===== config.mk =====
export PLATFORM = sky130hd
export DESIGN_NAME = demux_reg_nbit_1x32_flat
export DESIGN_NICKNAME = d
export VERILOG_FILES = /design/src/rtl/demux_reg_nbit_1x32_if.sv /design/src/rtl/demux_reg_nbit_1x32.sv /design/src/flat_wrapper.sv
export SDC_FILE = /design/constraint.sdc
export NUM_CORES = 2
export LEC_CHECK = 0
export BUFFER_PORTS_ARGS = -buffer_cell sky130_fd_sc_hd__buf_2
export CAP_MARGIN = 20
export CORE_AREA = 2 2 436 438
export CTS_BUF_LIST = sky130_fd_sc_hd__clkbuf_4 sky130_fd_sc_hd__clkbuf_8
export DETAILED_ROUTE_END_ITERATION = 10
export DIE_AREA = 0 0 438 440
export GPL_ROUTABILITY_DRIVEN = 0
export PLACE_DENSITY = 0.49
export SLEW_MARGIN = 20
export SYNTH_ARGS = -nofsm -noshare
export SYNTH_HDL_FRONTEND = slang
export SYNTH_SLANG_ARGS = --single-unit

===== constraint.sdc =====
create_clock -name clk -period 2.9 [get_ports clk]
set_input_delay 0.58 -clock clk [delete_from_list [all_inputs] [get_ports clk]]
set_output_delay 0.58 -clock clk [all_outputs]
set_load 0.02 [all_outputs]

===== src/rtl/demux_reg_nbit_1x32_if.sv =====
// -----------------------------------------------------------------------------
// demux_reg_nbit_1x32_if
// Write-request handshake bundle for the 1x32 register demux.
//   in_valid : request valid                 (master -> slave)
//   in_ready : slave can take a request      (slave  -> master)
//   in_sel   : target entry index 0..31      (master -> slave)
//   in_data  : N-bit write data              (master -> slave)
//   in_mask  : N-bit write enable, 1 = write (master -> slave)
// -----------------------------------------------------------------------------
interface demux_reg_nbit_1x32_if #(
  parameter int N = 32
);
  logic         in_valid;
  logic         in_ready;
  logic [4:0]   in_sel;
  logic [N-1:0] in_data;
  logic [N-1:0] in_mask;

  modport master (
    output in_valid,
    output in_sel,
    output in_data,
    output in_mask,
    input  in_ready
  );

  modport slave (
    input  in_valid,
    input  in_sel,
    input  in_data,
    input  in_mask,
    output in_ready
  );
endinterface


===== src/rtl/demux_reg_nbit_1x32.sv =====
// -----------------------------------------------------------------------------
// demux_reg_nbit_1x32
// Write side of a 32-entry N-bit register file. A request (index, data, mask)
// is accepted into a one-deep decode stage (S1), where the index is held as a
// one-hot enable; on the following edge S1 commits a masked write into the
// selected entry. All entries are presented flat for the 32:1 read muxes.
//   clk      : clock, rising edge
//   rst_n    : asynchronous active-low reset
//   req      : write-request handshake (slave side)
//   hold     : keeps S1 from committing while high
//   clr      : synchronous clear of entries, valid bits and S1
//   busy     : S1 holds an uncommitted request
//   ent_vld  : bit i = entry i written since last reset/clr
//   ent_flat : entry i at bits [i*N +: N]
// -----------------------------------------------------------------------------
module demux_reg_nbit_1x32 #(
  parameter int N = 32
) (
  input  logic                        clk,
  input  logic                        rst_n,
  demux_reg_nbit_1x32_if.slave        req,
  input  logic                        hold,
  input  logic                        clr,
  output logic                        busy,
  output logic [31:0]                 ent_vld,
  output logic [32*N-1:0]             ent_flat
);

  logic         w_ready;
  logic         w_accept;
  logic         w_commit;
  logic [31:0]  w_oh;

  logic         r_s1_vld;
  logic [31:0]  r_s1_oh;
  logic [N-1:0] r_s1_data;
  logic [N-1:0] r_s1_mask;

  logic [N-1:0] r_ent [32];
  logic [31:0]  r_ent_vld;

  // S1 can take a new request when empty or when it is draining this cycle;
  // clr blocks acceptance so a cleared cycle never loads fresh state.
  assign w_ready      = !clr && (!r_s1_vld || !hold);
  assign req.in_ready = w_ready;
  assign w_accept     = req.in_valid && w_ready;
  assign w_commit     = r_s1_vld && !hold && !clr;
  assign w_oh         = 32'd1 << req.in_sel;

  // Decode stage. An accept wins over the post-commit drain so back-to-back
  // requests stream at one per cycle.
  always_ff @(posedge clk or negedge rst_n) begin
    if (!rst_n) begin
      // NOTE: state is updated with non-blocking assignments so every flop
      // samples pre-edge values regardless of block ordering.
      r_s1_vld  <= 1'b0;
      r_s1_oh   <= '0;
      r_s1_data <= '0;
      r_s1_mask <= '0;
    end else if (clr) begin
      r_s1_vld <= 1'b0;
    end else if (w_accept) begin
      r_s1_vld  <= 1'b1;
      r_s1_oh   <= w_oh;
      r_s1_data <= req.in_data;
      r_s1_mask <= req.in_mask;
    end else if (w_commit) begin
      r_s1_vld <= 1'b0;
    end
  end

  // Storage array with per-bit masked update of the single selected entry.
  always_ff @(posedge clk or negedge rst_n) begin
    if (!rst_n) begin
      // NOTE: the array is built from flops and must read zero straight out of
      // reset, so every entry is reset explicitly rather than left to RAM init.
      for (int k = 0; k < 32; k++) r_ent[k] <= '0;
      r_ent_vld <= '0;
    end else if (clr) begin
      for (int k = 0; k < 32; k++) r_ent[k] <= '0;
      r_ent_vld <= '0;
    end else if (w_commit) begin
      for (int k = 0; k < 32; k++) begin
        if (r_s1_oh[k]) begin
          r_ent[k]     <= (r_ent[k] & ~r_s1_mask) | (r_s1_data & r_s1_mask);
          r_ent_vld[k] <= 1'b1;
        end
      end
    end
  end

  assign busy    = r_s1_vld;
  assign ent_vld = r_ent_vld;

  for (genvar g = 0; g < 32; g++) begin : g_flat
    assign ent_flat[g*N +: N] = r_ent[g];
  end

endmodule

===== src/flat_wrapper.sv =====
// flat-port wrapper written by rule: the top's interface ports become plain ports
module demux_reg_nbit_1x32_flat 
#(
  parameter int N = 32
)
  (clk, rst_n, hold, clr, busy, ent_vld, ent_flat, req_in_valid, req_in_sel, req_in_data, req_in_mask, req_in_ready);
  demux_reg_nbit_1x32_if #(.N(N)) req_i ();
  input  logic clk;
  input  logic rst_n;
  input  logic hold;
  input  logic clr;
  output logic busy;
  output logic [31:0] ent_vld;
  output logic [32*N-1:0] ent_flat;
  input wire logic [$bits(req_i.in_valid)-1:0] req_in_valid;
  input wire logic [$bits(req_i.in_sel)-1:0] req_in_sel;
  input wire logic [$bits(req_i.in_data)-1:0] req_in_data;
  input wire logic [$bits(req_i.in_mask)-1:0] req_in_mask;
  output wire logic [$bits(req_i.in_ready)-1:0] req_in_ready;
  assign req_i.in_valid = req_in_valid;
  assign req_i.in_sel = req_in_sel;
  assign req_i.in_data = req_in_data;
  assign req_i.in_mask = req_in_mask;
  assign req_in_ready = req_i.in_ready;
  demux_reg_nbit_1x32 #(.N(N)) u_core (.clk(clk), .rst_n(rst_n), .req(req_i), .hold(hold), .clr(clr), .busy(busy), .ent_vld(ent_vld), .ent_flat(ent_flat));
endmodule

Yosys cells after proc, flatten, opt, wreduce, memory -nomap -nowiden
Index checks and enable logic that the tools add are counted.

Register bits: 1153. Bits in latches: 0. RAM bits: 0. Memory bits (read-only): 0. Input port bits: 74. Output and inout port bits: 1058. Logic and storage cells: 282. Memories: 0.

Add/sub/neg operators: 0. Multipliers: 0. Divide/modulo/power cells: 0. Order comparisons: 0. Eq/ne operators: 0. Shifts and indexed selects: 1. Multiplexer cells: 71. Bitwise logic cells: 67. Reduce and logical (&&, ||, !) cells: 75.

Operator list (count): $mux W1024 (2); $mux W32 (34); $and A32 B32 Y32 (33); $or A32 B32 Y32 (32); $reduce_and A2 Y1 (33); $reduce_bool A2 Y1 (33); $mux W1 (35); $not A32 Y32 (1); $shl A1 B5 Y32 const A (1); $logic_and A1 B1 Y1 (4); $logic_not A1 Y1 (3); $reduce_bool A3 Y1 (1); $logic_or A1 B1 Y1 (1); $not A1 Y1 (1).

Logic depth before layout (Yosys ltp)
Depth in word-level cells: 6. Depth in mapped cells: 7.

Worst setup path before layout
OpenSTA, ideal clock, no wires.

Kind: input-to-output. From: input hold. To: output req_in_ready. Data arrival time: 1.112 ns. Data required time: 2.320 ns. Slack: 1.208 ns. Cell stages on the path: 3. Path buffers: 2. Cell sequence: buf_6 -> a21oi_2 -> buf_2.

Longest elaborated chain between the ends: 3.

RTL lines: start: declaration (RTL line flat_wrapper.sv:10) `input logic hold;`; $logic_not A1 Y1 (RTL line demux_reg_nbit_1x32.sv:44) `assign w_ready = !clr && (!r_s1_vld || !hold);`; $logic_or A1 B1 Y1 (RTL line demux_reg_nbit_1x32.sv:44); $logic_and A1 B1 Y1 (RTL line demux_reg_nbit_1x32.sv:44); end: declaration (RTL line flat_wrapper.sv:19) `output wire logic [$bits(req_i.in_ready)-1:0] req_in_ready;`.

No other way between the ends.

Worst setup path after layout
From: register u_core.r_s1_vld (netlist: u_core.busy). To: output req_in_ready.

Longest elaborated chain between the ends: 3.

RTL lines: start: declaration (RTL line demux_reg_nbit_1x32.sv:34) `logic r_s1_vld;`; start signal: assignment (RTL line demux_reg_nbit_1x32.sv:56) `r_s1_vld <= 1'b0;`; start signal: assignment (RTL line demux_reg_nbit_1x32.sv:61) `r_s1_vld <= 1'b0;`; start signal: assignment (RTL line demux_reg_nbit_1x32.sv:63) `r_s1_vld <= 1'b1;`; $logic_not A1 Y1 (RTL line demux_reg_nbit_1x32.sv:44); $logic_or A1 B1 Y1 (RTL line demux_reg_nbit_1x32.sv:44); $logic_and A1 B1 Y1 (RTL line demux_reg_nbit_1x32.sv:44).

No other way between the ends.

==> impl_metrics.py <==
metrics = {
    "cts": {
        "max_root_sink_buffers": 3,
        "htree_levels": 4,
        "clock_sinks": 1153,
        "clk-insertion-delay-late_ps": 1000,
        "cts_made_buffers": 203,
        "clock_slew_at_the_register_clock_pins_of_the_worst_setup_and_hold_paths_ps": 70,
        "tritoncts": "yes",
        "ctsRootBufferMaster": "clkbuf_8",
    },
    "sta": {
        "final.setup_skew_ps": 57.52,
        "hold_slack_ps": 193.7,
        "final_max_slew_viol_count": 0,
        "pnr_worst_setup_slack_ps": 173.7,
        "setup_violations": 0,
        "final.setup.tns_ps": 0,
        "worst_slew_pin_tran_ps": 1199,
        "clock.fmax_mhz": 366.8,
        "relSlewSlack": 0.2008,
        "grt_setup_unrepaired": "no",
        "final_hold_fails": 0,
        "timing.final.crit_share": 0.9401,
        "final_worst_path_period_need_ps": 2726,
    },
    "floorplanning": {
        "floorplan.io_pins": 1132,
        "die_height_um": 440,
        "fp.dieW_um": 438,
        "die_area_mm2": 0.1927,
        "rows": 160,
        "start_util": 0.2626,
        "core_area_mm2": 0.1886,
    },
    "worst_setup_path": {
        "worst_ep_required_time_ps": 2320,
        "worstSetupEndpointType": "output pin",
        "worstSetupStartpointType": "flip-flop",
        "cpMaxStageDelayCell": "dfrtp_4",
        "path_cells": "a21oi_4, buf_4, buf_4",
        "critical_path_arrival_ps": 2150,
        "reg2reg_to": "u_core.ent_flat[647]",
        "crit_top_cell": "buf_4",
        "critPathMaxFanout": 11,
        "r2r.worst_path.cells": 6,
        "setup.worst_path.class": "flip-flop to output pin",
        "max_incr_delay_on_cp_ps": 520,
        "reg2reg_slack_ps": 590,
        "r2r-start": "u_core.busy",
    },
    "placed_design": {
        "hpwl_um": 181200,
        "numPortBuffers": 1131,
        "place_worst_setup_slack_ps": 601.0,
    },
    "routing": {
        "drt-vias-per-instance": 5.592,
        "route.vias.total": 49640,
        "routed_wirelength_um": 278600,
        "detailedRoute.firstIterationViolations": 6170,
        "initial_drt_pass_iterations": 6,
        "drc": 0,
        "routed_wire_length_per_instance_um": 31.39,
        "drtAntennaViolNets": 0,
    },
    "global_routing": {
        "grt_max_degree": 172,
        "grt_antenna_before_repair": 17,
        "global_route.overflow_total": 0,
        "track_usage": 0.2777,
        "wire_length_of_the_first_global_routing_pass_um": 382000,
        "first_global_vias": 46970,
    },
    "hold_path": {
        "worst_hold_path_type": "input pin to async pin",
    },
    "logic_synthesis": {
        "syn_area_mm2": 0.04951,
        "synthesis.area_per_instance_um2": 9.397,
        "number_of_unique_standard_cell_types_used_by_synthesis": 26,
        "synth_register_bits": 1153,
        "syn-num-nets": 5343,
        "synth_seq_area_share": 0.5827,
        "netlist_instances": 5269,
        "synth-warning-count": 0,
    },
    "cells_and_area": {
        "final.fill_count": 19670,
        "layout-area-overhead-vs-synth_pct": 28.64,
        "regArea_mm2": 0.02888,
        "final_layout_size_suffix_gt1_frac": 0.3024,
        "multiInputGateArea_mm2": 0.01797,
        "final_common_cell": "dfrtp_1",
        "layout_common_cells": "1132 x dfrtp_1, 1127 x buf_2, 1057 x a21oi_1",
        "final_stage_net_count": 6258,
    },
    "flow_run": {
        "max-cap-violations": 0,
    },
    "pwr": {
        "power.static_leakage_nw": 29.02,
        "power.density_cell_area_mw_per_mm2": 597.8,
        "power.ir.vdd_worst_mv": 0.4193,
        "fin_total_pwr_w": 0.03808,
    },
    "run_status": {
        "outcome": "finished, final reports clean",
    },
}
per-stage QoR:
step                      instance area [um2]  instances  utilization
after detailed placement                58410       8416       0.3097
after global routing                    63670       8866       0.3376
after floorplan                         49510       5269            -
final                                   63690       8876       0.3377
after CTS                               63630       8859       0.3374
after global placement                  58410       8416       0.3097
flip-flops by register name (all words and copies together) (netlist names):
register,count
u_core.r_s1_data,32
u_core.r_s1_oh,32
u_core.r_s1_mask,32
u_core.ent_vld,32
u_core.busy,1
u_core.ent_flat,1024
worst max-delay path by stage:
stage | start | end | cells past startpoint
floorplan | hold | req_in_ready | 3
global placement | hold | u_core.ent_flat[519] | 6
detailed placement | hold | u_core.ent_flat[521] | 6
CTS | u_core.busy | req_in_ready | 3
global route | u_core.busy | req_in_ready | 3
finish | u_core.busy | req_in_ready | 3
Yosys cell counts:
cell          n  share of area
nand2b_1     36         0.0045
nand4b_1      3        0.00053
dfrtp_1    1153           0.58
a21oi_1    1057           0.11
mux2_1       10         0.0023
mux2_2       54          0.012
nand2_2       1        0.00013
and3b_1       2        0.00035
clkbuf_1    433          0.033
buf_6         3        0.00068
nand4_1       3        0.00038
nand2_1      33         0.0025
nand3_1    1028           0.10
a21oi_2       1        0.00018
clkbuf_2     20         0.0020
and3_1        2        0.00025
and2_1       32         0.0040
or2_2         2        0.00025
buf_4         6        0.00091
buf_1        24         0.0018
o2bb2ai_1    32         0.0057
o21ai_0     883          0.089
nor2b_1      35         0.0044
nor2_1       34         0.0026
buf_2       241          0.024
o21ai_1     141          0.014
critical path: cells and delay by family (launching register included):
family,cells,cell delay (ps)
DFF,1,520
buffers and inverters,2,420
AOI/OAI and AO/OA,1,210
power breakdown:
group | internal [W] | total [W] | switching (W)
Clock | 0.00926 | 0.0168 | 0.00753
Sequential | 0.0163 | 0.0173 | 0.000982
Combinational | 0.000872 | 0.00401 | 0.00314
Total | 0.0264 | 0.0381 | 0.0117
cells by family (layout without fill, tap and decap cells):
kind of cell           after synthesis  after routing  share of synthesized area
buffers and inverters              727           1807                    0.06262
multiplexers                        64             64                    0.01456
other                                0             16                          0
AND/OR/NAND/NOR                   1211           1211                     0.1239
AO/OA/AOI/OAI                     2114           2114                     0.2162
flip-flops                        1153           1153                     0.5827
timing repair:
action | in CTS | in global routing
hold buffers | 71 | 0
setup endpoints to repair | 1 | 0
endpoints found under the hold margin | 421 | 0
setup buffers | 2 | 0
resized for setup | 3 | 0
cell type report:
| cell class | instances | share of cell area |
|---|---|---|
| sequential | 1153 | 0.4535 |
| multi-input combinational | 3389 | 0.2821 |
| timing repair buffer | 1437 | 0.1441 |
| clock buffer | 327 | 0.06388 |
| tap | 2511 | 0.04933 |
| clock inverter | 43 | 0.006483 |
| antenna | 16 | 0.0006286 |
metal layers:
layer / global-route usage / vias to the layer above / wire length, um
met5: 0 / - / 16
met4: 0.1815 / 2 / 19730
met3: 0.06318 / 693 / 25710
met2: 0.4131 / 3260 / 123200
met1: 0.3618 / 25190 / 110000
li1: - / 20500 / -
Power figures use the tool's default switching activity.
